==> config.mk <==
export PLATFORM = sky130hd
export DESIGN_NAME = proc_run_ctrl
export DESIGN_NICKNAME = d
export VERILOG_FILES = /design/src/rtl/proc_run_ctrl.sv
export SDC_FILE = /design/constraint.sdc
export NUM_CORES = 1
export LEC_CHECK = 0
export BUFFER_PORTS_ARGS = -buffer_cell sky130_fd_sc_hd__buf_2
export CAP_MARGIN = 5
export CORE_MARGIN = 5
export CORE_UTILIZATION = 30
export CTS_CLUSTER_SIZE = 40
export DETAILED_ROUTE_END_ITERATION = 8
export HOLD_SLACK_MARGIN = 0.02
export PLACE_DENSITY_LB_ADDON = 0.08
export REMOVE_ABC_BUFFERS = 1
export SLEW_MARGIN = 10
export SYNTH_ARGS = -nofsm -noshare
export SYNTH_HDL_FRONTEND = slang
export SYNTH_SLANG_ARGS = --single-unit
==> constraint.sdc <==
create_clock -name clk -period 2.05 [get_ports clk]
set_input_delay 0.41 -clock clk [delete_from_list [all_inputs] [get_ports clk]]
set_output_delay 0.41 -clock clk [all_outputs]
set_load 0.005 [all_outputs]
==> src/rtl/proc_run_ctrl.sv <==
// proc_run_ctrl: sequences program load, bounded run, and register/memory dump for the MIPS pipeline.
module proc_run_ctrl #(
  parameter int PROG_LEN   = 13,
  parameter int RUN_CYCLES = 45,
  parameter int NUM_REGS   = 32,
  parameter int MEM_BYTES  = 64
) (
  input  logic        clk,
  input  logic        reset,
  input  logic        start,
  input  logic        halt,
  output logic [4:0]  progIdx,
  input  logic [31:0] progData,
  output logic        initializing,
  output logic        ending,
  output logic        instrWrite,
  output logic        instrRead,
  output logic [31:0] instrIn,
  output logic [31:0] initInstrAddr,
  output logic        pcReset,
  output logic        pcWrite,
  output logic [15:0] cycleNo,
  output logic [4:0]  endReadReg1,
  output logic [4:0]  endReadReg2,
  output logic [31:0] endMemAddr,
  output logic        regDumpValid,
  output logic        memDumpValid,
  output logic        busy,
  output logic        done
);
  typedef enum logic [2:0] {IDLE, LOAD, RUN, DUMP_REG, DUMP_MEM, DONE} state_e;
  state_e r_state, w_next;
  logic [4:0]  r_idx;
  logic [15:0] r_cycle;
  logic [3:0]  r_pair;
  logic [15:0] r_mem;
  logic w_last_idx, w_last_run, w_last_pair, w_last_mem;
  assign w_last_idx  = r_idx == 5'(PROG_LEN - 1);
  assign w_last_run  = r_cycle == 16'(RUN_CYCLES - 1);
  assign w_last_pair = r_pair == 4'(NUM_REGS / 2 - 1);
  assign w_last_mem  = r_mem == 16'(MEM_BYTES - 1);
  always_comb begin
    w_next = r_state;
    unique case (r_state)
      IDLE:     w_next = start ? LOAD : IDLE;
      LOAD:     w_next = w_last_idx ? RUN : LOAD;
      RUN:      w_next = (halt || w_last_run) ? DUMP_REG : RUN;
      DUMP_REG: w_next = w_last_pair ? DUMP_MEM : DUMP_REG;
      DUMP_MEM: w_next = w_last_mem ? DONE : DUMP_MEM;
      DONE:     w_next = start ? LOAD : DONE;
      default:  w_next = IDLE;
    endcase
  end
  always_ff @(posedge clk) begin
    if (reset) begin
      r_state <= IDLE;
      r_idx   <= '0;
      r_cycle <= '0;
      r_pair  <= '0;
      r_mem   <= '0;
    end else begin
      r_state <= w_next;
      r_idx   <= (r_state == LOAD) ? r_idx + 5'd1 : '0;
      r_cycle <= (w_next == LOAD) ? '0 : (r_state == RUN && w_next == RUN) ? r_cycle + 16'd1 : r_cycle;
      r_pair  <= (r_state == DUMP_REG) ? r_pair + 4'd1 : '0;
      r_mem   <= (r_state == DUMP_MEM && w_next == DUMP_MEM) ? r_mem + 16'd1 : (w_next == DUMP_MEM) ? '0 : r_mem;
    end
  end
  assign progIdx       = r_idx;
  assign initInstrAddr = {25'b0, r_idx, 2'b00};
  assign instrIn       = progData;
  assign initializing  = r_state == LOAD;
  assign instrWrite    = r_state == LOAD;
  assign pcReset       = r_state == IDLE || r_state == LOAD;
  assign pcWrite       = r_state == RUN;
  assign instrRead     = r_state == RUN || r_state == DUMP_REG;
  assign ending        = r_state == DUMP_REG || r_state == DUMP_MEM || r_state == DONE;
  assign regDumpValid  = r_state == DUMP_REG;
  assign memDumpValid  = r_state == DUMP_MEM;
  assign busy          = r_state != IDLE && r_state != DONE;
  assign done          = r_state == DONE;
  assign cycleNo       = r_cycle;
  // Register ports read zero outside the dump so IDLE shows all-zero addresses.
  assign endReadReg1   = regDumpValid ? {r_pair, 1'b0} : '0;
  assign endReadReg2   = regDumpValid ? {r_pair, 1'b1} : '0;
  assign endMemAddr    = {16'b0, r_mem};
endmodule

==> results by group, run 1 <==
Detailed routing
  • DR top layer: met5
  • Drt drc: 0
  • Number of vias per cell: 4.52
  • Routed len/inst: 15.5 um
  • Final wirelength: ~9 mm
  • Post-DRT Antenna Nets: 0
  • Iteration count of the initial detailed-routing pass: 4
  • Met1 wire length: a little over 4 mm
  • Total number of vias: approximately 2600
  • Initial drt markers: 110
  • Met3 routed WL: 997 um
  • Met2 wire len: between 3 and 4 mm

Final layout
  • Antenna cells: 0
  • Reg area: 890 sq um
  • Fillers: around 1000
  • Most common cell after layout, fill and taps aside: buf_2
  • Area occupied by multi-input gates: approximately 0.0016 sq mm
  • Most frequent cells in the layout: 64 x buf_2, 56 x buf_4, 44 x conb_1, 37 x dfxtp_1, 36 x nor2_1
  • Final nets: 486
  • Layout cell share with drive strength beyond 1: approximately 38%
  • Cell area after layout: 0.00364 sq mm
  • Area delta synth->final: 22.8%

Timing
  • Final Max Tran Viols: 0
  • Final worst-path cycle share: 102%
  • Peak Freq: a little under 500 MHz
  • Final setup violation count: 3
  • Worst Setup Slack, final: -0.0314 ns
  • Final Skew: roughly 0.016 ns
  • Hold Vio Cnt, Final: 0
  • Fin Hold WS: just under 0.5 ns
  • RSZ-0062 raised after global routing: true
  • Tmin final: 2.08 ns

Placed design
  • GP Congestion: between 0.7 and 0.8
  • HPWL Detailed: roughly 7 mm
  • Placed standard-cell area: about 0.0033 sq mm
  • PortBufs: 64

Min path
  • Hold path depth: 2
  • Min-delay src: r_mem[1]
  • Min-delay worst type: register to register
  • WHS Endpoint: r_mem[1]

Floorplan
  • Die ar.: ~0.012 sq mm
  • Core footprint: 0.00968 sq mm
  • Initial Utilization: 30.6%
  • Die X: ~110 um
  • Height of the die: 109 um
  • Row cnt: 36
  • # IOs: approximately 170

Logic synthesis
  • Cell count after synthesis: between 300 and 400
  • #FFs+latches synth: 44
  • Mean Syn Cell Area: between 8 and 9 sq um
  • Yosys warns: 0
  • Synth unique cells: 54
  • Seq/Total Area, Yosys: between 20 and 30%
  • Post-Syn Area: between 0.002 and 0.003 sq mm
  • Post-synth EDFFs: 0
  • Largest area contributor in the netlist: dfxtp_1
  • Synth top area share: between 20% and 30%
  • Synth Flop Type: dfxtp_1
  • Synth area leaders: dfxtp_1 30%, buf_4 23%, nor2_1 4.6%, xnor2_1 3.5%, nand3_1 3.4%
  • Asr flop ratio synth: 0%

Setup path
  • CP required: 2.29 ns
  • R2R setup slack: -0.03 ns
  • R2r endpoint: r_mem[9]
  • R2R depth: 7
  • Crit Path Class: register to register
  • CP max stage cell: or4b_4
  • Startpoint class of the critical path: register
  • Reg-to-Reg Start: progIdx[1]
  • Critical Path, Cell by Cell: inv_2 -> ha_4 -> nand4b_1 -> o211a_1 -> or4b_4 -> or4_4 -> a21oi_2
  • Crit path largest cell delay: around 0.54 ns
  • Worst-path maximum fanout: 8
  • CP endpoint kind: register
  • Arrival @ worst endpoint: approximately 2.3 ns

Pwr
  • Overall power: 1.69 mW
  • Share of total power in the clock network: between 40 and 50%
  • Reg power frac: 51.0%
  • Leak pwr: around 1.6 nW
  • PwrDens: about 460 mW/mm^2
  • Gate power share: under 10%
  • P_int: roughly 1.3 mW
  • Sw Ratio: about a quarter
  • Net Switching: 0.393 mW
  • VDD IR-drop max: ~0.0003 V

Clock tree
  • Clk pin slew, worst setup/hold paths: roughly 0.1 ns
  • H-tree depth: 2
  • CTS root buf: clkbuf_8
  • Clk buf depth: 2
  • CTS tree: yes
  • CTS sink cnt: 44
  • Inserted Clock Buffers: 5
  • Worst-Skew Late Latency: 0.30 ns

Global route
  • First-pass GRT wire length: ~13 mm
  • Vias in the first global route: about 2400
  • GRT Total Usage: ~14%
  • Pin count of the biggest net entering global routing: 18
  • Grt ovf: 0
  • Antenna violations before repair: 0

Status
  • Status: finished with violations
  • Failing checks: setup timing

Run
  • Max-cap violations: 0
worst max-delay path, delay by kind of cell, from the launching register on:
kind	cells	cell delay (ns)
AOI/OAI and AO/OA	2	0.41
and+or+nand+nor	3	1.12
DFF	1	0.33
buffers and inverters	1	0.06
adders and majority gates	1	0.12
state kept, by name, indices dropped and copies added, names as in the netlist:
name     cells
progIdx      5
r_pair       4
cycleNo     16
r_state      3
r_mem       16
logic make-up (layout without fill, tap and decap cells):
logic type,count (synthesis),count (layout),share of synthesized area [%]
xor+xnor,21,21,6.21
buf+inv,112,147,25.7
fa+ha+maj,6,6,2.53
flops,44,44,29.7
compound gates,44,44,10.0
simple gates,137,137,25.0
mux,2,2,0.718
other cells,1,44,0.127
area by class of cell:
| type | instances | area share (%) |
|---|---|---|
| timing repair buffer | 124 | 21.8 |
| clock buffer | 6 | 2.27 |
| clock inverter | 2 | 1.07 |
| tap | 133 | 4.57 |
| inverter | 15 | 1.55 |
| sequential | 44 | 24.4 |
| multi-input combinational | 254 | 44.3 |
how the worst max path moves through the flow:
stage | to | depth (start not counted) | from | slack [ns]
after global placement | r_mem[15] | 7 | progIdx[0] | -0.23
after global routing | r_mem[9] | 7 | progIdx[1] | -0.1
after detailed placement | r_mem[11] | 7 | progIdx[0] | -0.26
after CTS | r_mem[9] | 7 | progIdx[1] | -0.03
after floorplan | r_mem[11] | 7 | progIdx[0] | -0.18
final | r_mem[9] | 7 | progIdx[1] | -0.03
layer usage:
metal	GRT usage [%]	up-vias
li1	-	1287
met1	19.3	1208
met2	20.1	111
met3	7.69	7
met4	2.40	2
met5	3.13	-
cell usage after synthesis (all sizes together) (5+ instances only):
cell    n
dfxtp  44
or4     6
xnor2  12
nor4    6
ha      6
nand3  20
nand4   6
nand2  19
xor2    9
o31ai   5
buf    95
a21oi  17
inv    14
nor2   36
nor3   13
and3    6
per-stage QoR:
step	cells	setup slack [ns]	utilization [%]	TNS (ns)
6_report	578	-0.0314	37.6	-0.0457
4_1_cts	578	-0.0267	36.6	-0.0707
3_3_place_gp	566	-0.225	34.5	-1.13
5_1_grt	578	-0.0968	37.6	-0.346
2_1_floorplan	313	-0.184	-	-2.32
3_5_place_dp	566	-0.258	34.5	-1.08
power by group through the flow:
stage / combinational [mW] / clock (mW) / sequential (mW)
CTS: 0.106 / 0.758 / 0.860
global route: 0.125 / 0.772 / 0.862
global placement: 0.100 / 0 / 0.879
detailed placement: 0.0997 / 0 / 0.879
floorplan: 0.0473 / 0 / 0.882
finish: 0.109 / 0.719 / 0.861
timing repair:
item                                    CTS  global route
resized for setup                        15            20
setup buffers                             4             0
pin swaps                                14             5
endpoints found under the setup margin   24            30
hold buffers                              0             0
No activity file was read; power rests on OpenSTA's default activity.
==> run 2, diff against run 1 <==
SETUP_SLACK_MARGIN = 0.15   (was not set)
==> results by group, run 2 (same netlist as run 1, synthesis figures left out) <==
Status
  • Status: finished with violations
  • Failing checks: setup timing

Pwr
  • Net Switching: 0.392 mW
  • Sw Ratio: 23.2%
  • Leak pwr: roughly 1.7 nW
  • Overall power: around 1.7 mW
  • Reg power frac: about half
  • PwrDens: 458 mW/mm^2
  • Share of total power in the clock network: 42.5%
  • Gate power share: 6.6%
  • VDD IR-drop max: just under 0.0003 V
  • P_int: around 1.3 mW

Setup path
  • Worst-path maximum fanout: 8
  • R2R setup slack: -0.04 ns
  • Arrival @ worst endpoint: between 2 and 2.5 ns
  • CP endpoint kind: register
  • Crit Path Class: register to register
  • Startpoint class of the critical path: register
  • Largest delay contributor family on the critical path: simple AND/OR/NAND/NOR gates
  • Critical Path, Cell by Cell: inv_2 -> ha_4 -> nand4b_1 -> o211a_1 -> or4b_4 -> or4_4 -> a21oi_2
  • CP Buf/Inv Count: 1
  • CP required: approximately 2.3 ns
  • CP max stage cell: or4b_4
  • Crit path largest cell delay: 0.55 ns

Timing
  • Final setup violation count: 4
  • Final Max Tran Viols: 0
  • Hold Vio Cnt, Final: 0
  • Final worst-path cycle share: 102%
  • Tmin final: roughly 2.1 ns
  • Peak Freq: about 480 MHz
  • Worst Setup Slack, final: -0.0355 ns
  • RSZ-0062 raised after global routing: true
  • Final Skew: approximately 0.015 ns
  • Fin Hold WS: 0.489 ns

Clock tree
  • Clk pin slew, worst setup/hold paths: around 0.1 ns
  • CTS root buf: clkbuf_8
  • Clk buf depth: 2
  • Inserted Clock Buffers: 5
  • CTS sink cnt: 44
  • Worst-Skew Late Latency: around 0.3 ns
  • CTS tree: yes
  • H-tree depth: 2

Final layout
  • Antenna cells: 0
  • Final nets: 487
  • Most frequent cells in the layout: 64 x buf_2, 55 x buf_4, 44 x conb_1, 37 x dfxtp_1, 35 x nor2_1
  • Most common cell after layout, fill and taps aside: buf_2
  • Fillers: approximately 1000
  • Layout cell share with drive strength beyond 1: a little under 40%
  • Area occupied by multi-input gates: ~0.0016 sq mm
  • Reg area: 892 sq um
  • Area delta synth->final: 24.3%

Global route
  • GRT Total Usage: between 10% and 20%
  • Pin count of the biggest net entering global routing: 18
  • First-pass GRT wire length: about 13 mm
  • Grt ovf: 0
  • Antenna violations before repair: 0
  • Vias in the first global route: about 2400

Detailed routing
  • Final wirelength: between 8 and 9 mm
  • Number of vias per cell: approximately 4.5
  • Routed len/inst: 15.5 um
  • Iteration count of the initial detailed-routing pass: 4
  • Total number of vias: about 2600
  • Drt drc: 0
  • Post-DRT Antenna Nets: 0
  • Initial drt markers: 109

Floorplan
  • Height of the die: approximately 110 um
  • Initial Utilization: 30.6%
  • Die X: 109 um
  • # IOs: between 150 and 200
  • Die ar.: approximately 0.012 sq mm
  • Row cnt: 36
  • Core footprint: about 0.0097 sq mm

Placed design
  • PortBufs: 64
  • GP Congestion: approximately 0.76
  • HPWL Detailed: about 7.0 mm

Min path
  • Min-delay worst type: register to register

Run
  • Max-cap violations: 0
run 2: cell count changes in the layout (fill, tap and decap cells not counted), sizes merged:
cell,previous run,this run
buf,124,125
run 2: routing by layer:
metal	global-route usage [%]	vias to the layer above	wire length [um]
met3	7.69	4	1030
li1	-	1290	-
met4	2.40	2	37
met2	20.4	122	3810
met5	3.13	-	36
met1	19.3	1195	4050
run 2: metrics by stage:
step           cells  instance area, sq um  utilization, %  TNS (ns)  setup WS, ns
3_5_place_dp     566                  3340            34.5     -1.08        -0.258
5_1_grt          579                  3680            38.0    -0.343        -0.108
3_3_place_gp     566                  3340            34.5     -1.13        -0.225
2_1_floorplan    313                  2420               -     -2.32        -0.184
6_report         579                  3680            38.0   -0.0602       -0.0355
4_1_cts          578                  3580            37.0   -0.0845       -0.0302
run 2: worst paths after layout:
path	start	end	depth (start not counted)
max	progIdx[0]	r_mem[9]	7
min	r_mem[1]	r_mem[1]	2
max reg2reg	progIdx[0]	r_mem[9]	7
min reg2reg	r_mem[1]	r_mem[1]	2
run 2: area by class of cell:
type	count	area share, %
Multi-Input combinational cell	254	44.4
Inverter	15	1.63
Clock inverter	2	1.05
Timing Repair Buffer	125	22.0
Sequential cell	44	24.2
Tap cell	133	4.52
Clock buffer	6	2.24
run 2: what timing repair did:
action / 4_1_cts / 5_1_grt
pin swaps: 16 / 11
endpoints found under the setup margin: 34 / 40
hold buffers: 0 / 0
resized for setup: 26 / 20
gates cloned: 0 / 0
buffers inserted: 4 / 1
run 2: worst reg2reg max path, delay by kind of cell (launching register included):
family,cells,cell delay [ns]
AO/OA/AOI/OAI,2,0.42
adder cells (fa/ha/maj),1,0.12
AND/OR/NAND/NOR,3,1.13
buffers and inverters,1,0.06
flip-flops,1,0.33
run 2: power by group through the flow:
stage	Clock (mW)	Combinational, mW	Sequential, mW
after CTS	0.758	0.107	0.859
after floorplan	0	0.0473	0.882
after global routing	0.771	0.127	0.860
after detailed placement	0	0.0997	0.879
after global placement	0	0.100	0.879
final	0.717	0.111	0.860
==> run 3, diff against run 2 <==
PLACE_DENSITY = 0.66   (was not set)
PLACE_DENSITY_LB_ADDON = not set   (was 0.08)
SKIP_CTS_REPAIR_TIMING = 1   (was not set)
clock period = 1.8 ns   (was 2.05 ns; I/O delays follow)
==> results by group, run 3 (same netlist as run 1, synthesis figures left out) <==
Detailed routing
  • Final wirelength: ~9.1 mm
  • Initial drt markers: 72
  • Drt drc: 0
  • Total number of vias: approximately 2800
  • Number of vias per cell: ~4.6
  • Iteration count of the initial detailed-routing pass: 4
  • Routed len/inst: between 10 and 15 um
  • Post-DRT Antenna Nets: 0

Timing
  • Final worst-path cycle share: 121%
  • Final setup violation count: approximately 40
  • Hold Vio Cnt, Final: 0
  • Tmin final: approximately 2.2 ns
  • Final Skew: between 0.015 and 0.02 ns
  • Peak Freq: ~460 MHz
  • Final Max Tran Viols: 0
  • Worst Setup Slack, final: -0.381 ns
  • RSZ-0062 raised after global routing: true
  • Fin Hold WS: roughly 0.43 ns

Clock tree
  • Clk buf depth: 2
  • Clk pin slew, worst setup/hold paths: around 0.10 ns
  • H-tree depth: 2
  • Inserted Clock Buffers: 5
  • CTS tree: yes
  • Worst-Skew Late Latency: between 0.3 and 0.4 ns
  • CTS root buf: clkbuf_8
  • CTS sink cnt: 44

Final layout
  • Most common cell after layout, fill and taps aside: buf_4
  • Final nets: about 520
  • Layout cell share with drive strength beyond 1: 47.4%
  • Antenna cells: 0
  • Fillers: around 1000
  • Most frequent cells in the layout: 81 x buf_4, 62 x buf_2, 44 x conb_1, 38 x dfxtp_1, 22 x nor2_1
  • Area delta synth->final: 38.9%

Pwr
  • PwrDens: 437 mW/mm^2
  • Leak pwr: between 1.5 and 2 nW
  • P_int: about 1.3 mW
  • VDD IR-drop max: 0.000248 V
  • Share of total power in the clock network: 36.8%
  • Sw Ratio: 27.0%
  • Reg power frac: between 50% and 60%
  • Gate power share: 8.9%
  • Net Switching: between 0.4 and 0.5 mW

Floorplan
  • Height of the die: around 110 um
  • Row cnt: 36
  • Initial Utilization: between 30% and 40%
  • Core footprint: around 0.0097 sq mm
  • Die X: about 110 um
  • # IOs: between 150 and 200
  • Die ar.: approximately 0.012 sq mm

Setup path
  • Crit Path Class: register to register
  • Largest delay contributor family on the critical path: simple AND/OR/NAND/NOR gates
  • Critical Path, Cell by Cell: inv_2 -> ha_4 -> nand4b_1 -> o211a_1 -> or4b_4 -> or4_1 -> a21oi_1
  • CP Buf/Inv Count: 1
  • CP max stage cell: or4b_4
  • CP required: roughly 2.1 ns
  • CP endpoint kind: register
  • Startpoint class of the critical path: register
  • Crit path largest cell delay: between 0.5 and 0.6 ns
  • Arrival @ worst endpoint: ~2.4 ns
  • Worst-path maximum fanout: 5

Min path
  • Min-delay worst type: input pin to register

Placed design
  • Placement Setup Slack: -0.504 ns
  • GP Congestion: roughly 0.8
  • PortBufs: 64
  • HPWL Detailed: 6.67 mm

Run
  • Max-cap violations: 0

Global route
  • GRT Total Usage: 13.5%
  • Antenna violations before repair: 0
  • Grt ovf: 0
  • Vias in the first global route: between 2000 and 3000
  • Pin count of the biggest net entering global routing: 18
  • First-pass GRT wire length: around 13 mm

Status
  • Status: finished with violations
  • Failing checks: setup timing
[run 3: changes by cell type in the layout (fill, tap and decap cells not counted), moves of 2 or more]
| cell | change |
|---|---|
| or4_4 | +2 |
| nor2_4 | +11 |
| buf_6 | +7 |
| nor2_2 | +2 |
| a21oi_1 | -4 |
| or4_1 | -2 |
| nor2_1 | -13 |
| buf_4 | +26 |
| clkbuf_16 | +2 |
| clkinvlp_4 | +2 |
| buf_2 | -2 |
| dfxtp_2 | -2 |
| a21oi_2 | +3 |
[run 3: worst paths after layout]
kind	cells past startpoint	slack, ns	to	from
hold reg to reg	2	0.50	r_mem[1]	r_mem[1]
setup / recovery	7	-0.38	r_mem[15]	progIdx[1]
hold / removal	4	0.43	cycleNo[1]	halt
setup reg to reg	7	-0.38	r_mem[15]	progIdx[1]
[run 3: per-layer routing]
layer | part of all wire (%) | vias to the layer above | routed length (um) | GRT usage, %
met2 | 46 | 124 | 4190 | 19.9
li1 | - | 1366 | - | -
met4 | 0.37 | 0 | 34 | 2.14
met1 | 43 | 1347 | 3890 | 17.8
met3 | 11 | 6 | 980 | 6.93
met5 | 0 | - | 0 | 2.23
[run 3: power by group through the flow]
stage	Combinational (mW)	Sequential, mW	Clock (mW)
after floorplan	0.0539	1.00	0
after global placement	0.114	1.00	0
after detailed placement	0.115	1.00	0
after CTS	0.115	0.979	0.688
after global routing	0.177	0.977	0.721
final	0.160	0.977	0.663
[run 3: metrics by stage]
| stage | power [mW] | TNS (ns) | instances | util (%) | cell area, sq um |
|---|---|---|---|---|---|
| 6_report | 1.80 | -6.32 | 614 | 42.5 | 4120 |
| 5_1_grt | 1.88 | -9.38 | 614 | 42.5 | 4120 |
| 4_1_cts | 1.78 | -7.49 | 598 | 37.4 | 3620 |
| 3_5_place_dp | 1.12 | -6.18 | 590 | 36.5 | 3530 |
| 3_3_place_gp | 1.12 | -5.74 | 590 | 36.5 | 3530 |
| 2_1_floorplan | 1.06 | -8.91 | 313 | - | 2420 |
[run 3: final cells by class]
type / instances / area (sq um) / share of cell area [%]
multi-input cells: 255 / 1760 / 42.7
repair buffers: 159 / 1140 / 27.8
flip-flops and latches: 44 / 893 / 21.7
well taps: 133 / 166 / 4.04
clock buffers: 5 / 68.8 / 1.67
inverters: 15 / 65.1 / 1.58
clock inverters: 3 / 21.3 / 0.517
[run 3: worst reg2reg max path: stages (launching register included)]
cell and delay, ns:
dfxtp_2 0.34, inv_2 0.06, ha_4 0.13, nand4b_1 0.14, o211a_1 0.31, or4b_4 0.54, or4_1 0.48, a21oi_1 0.14
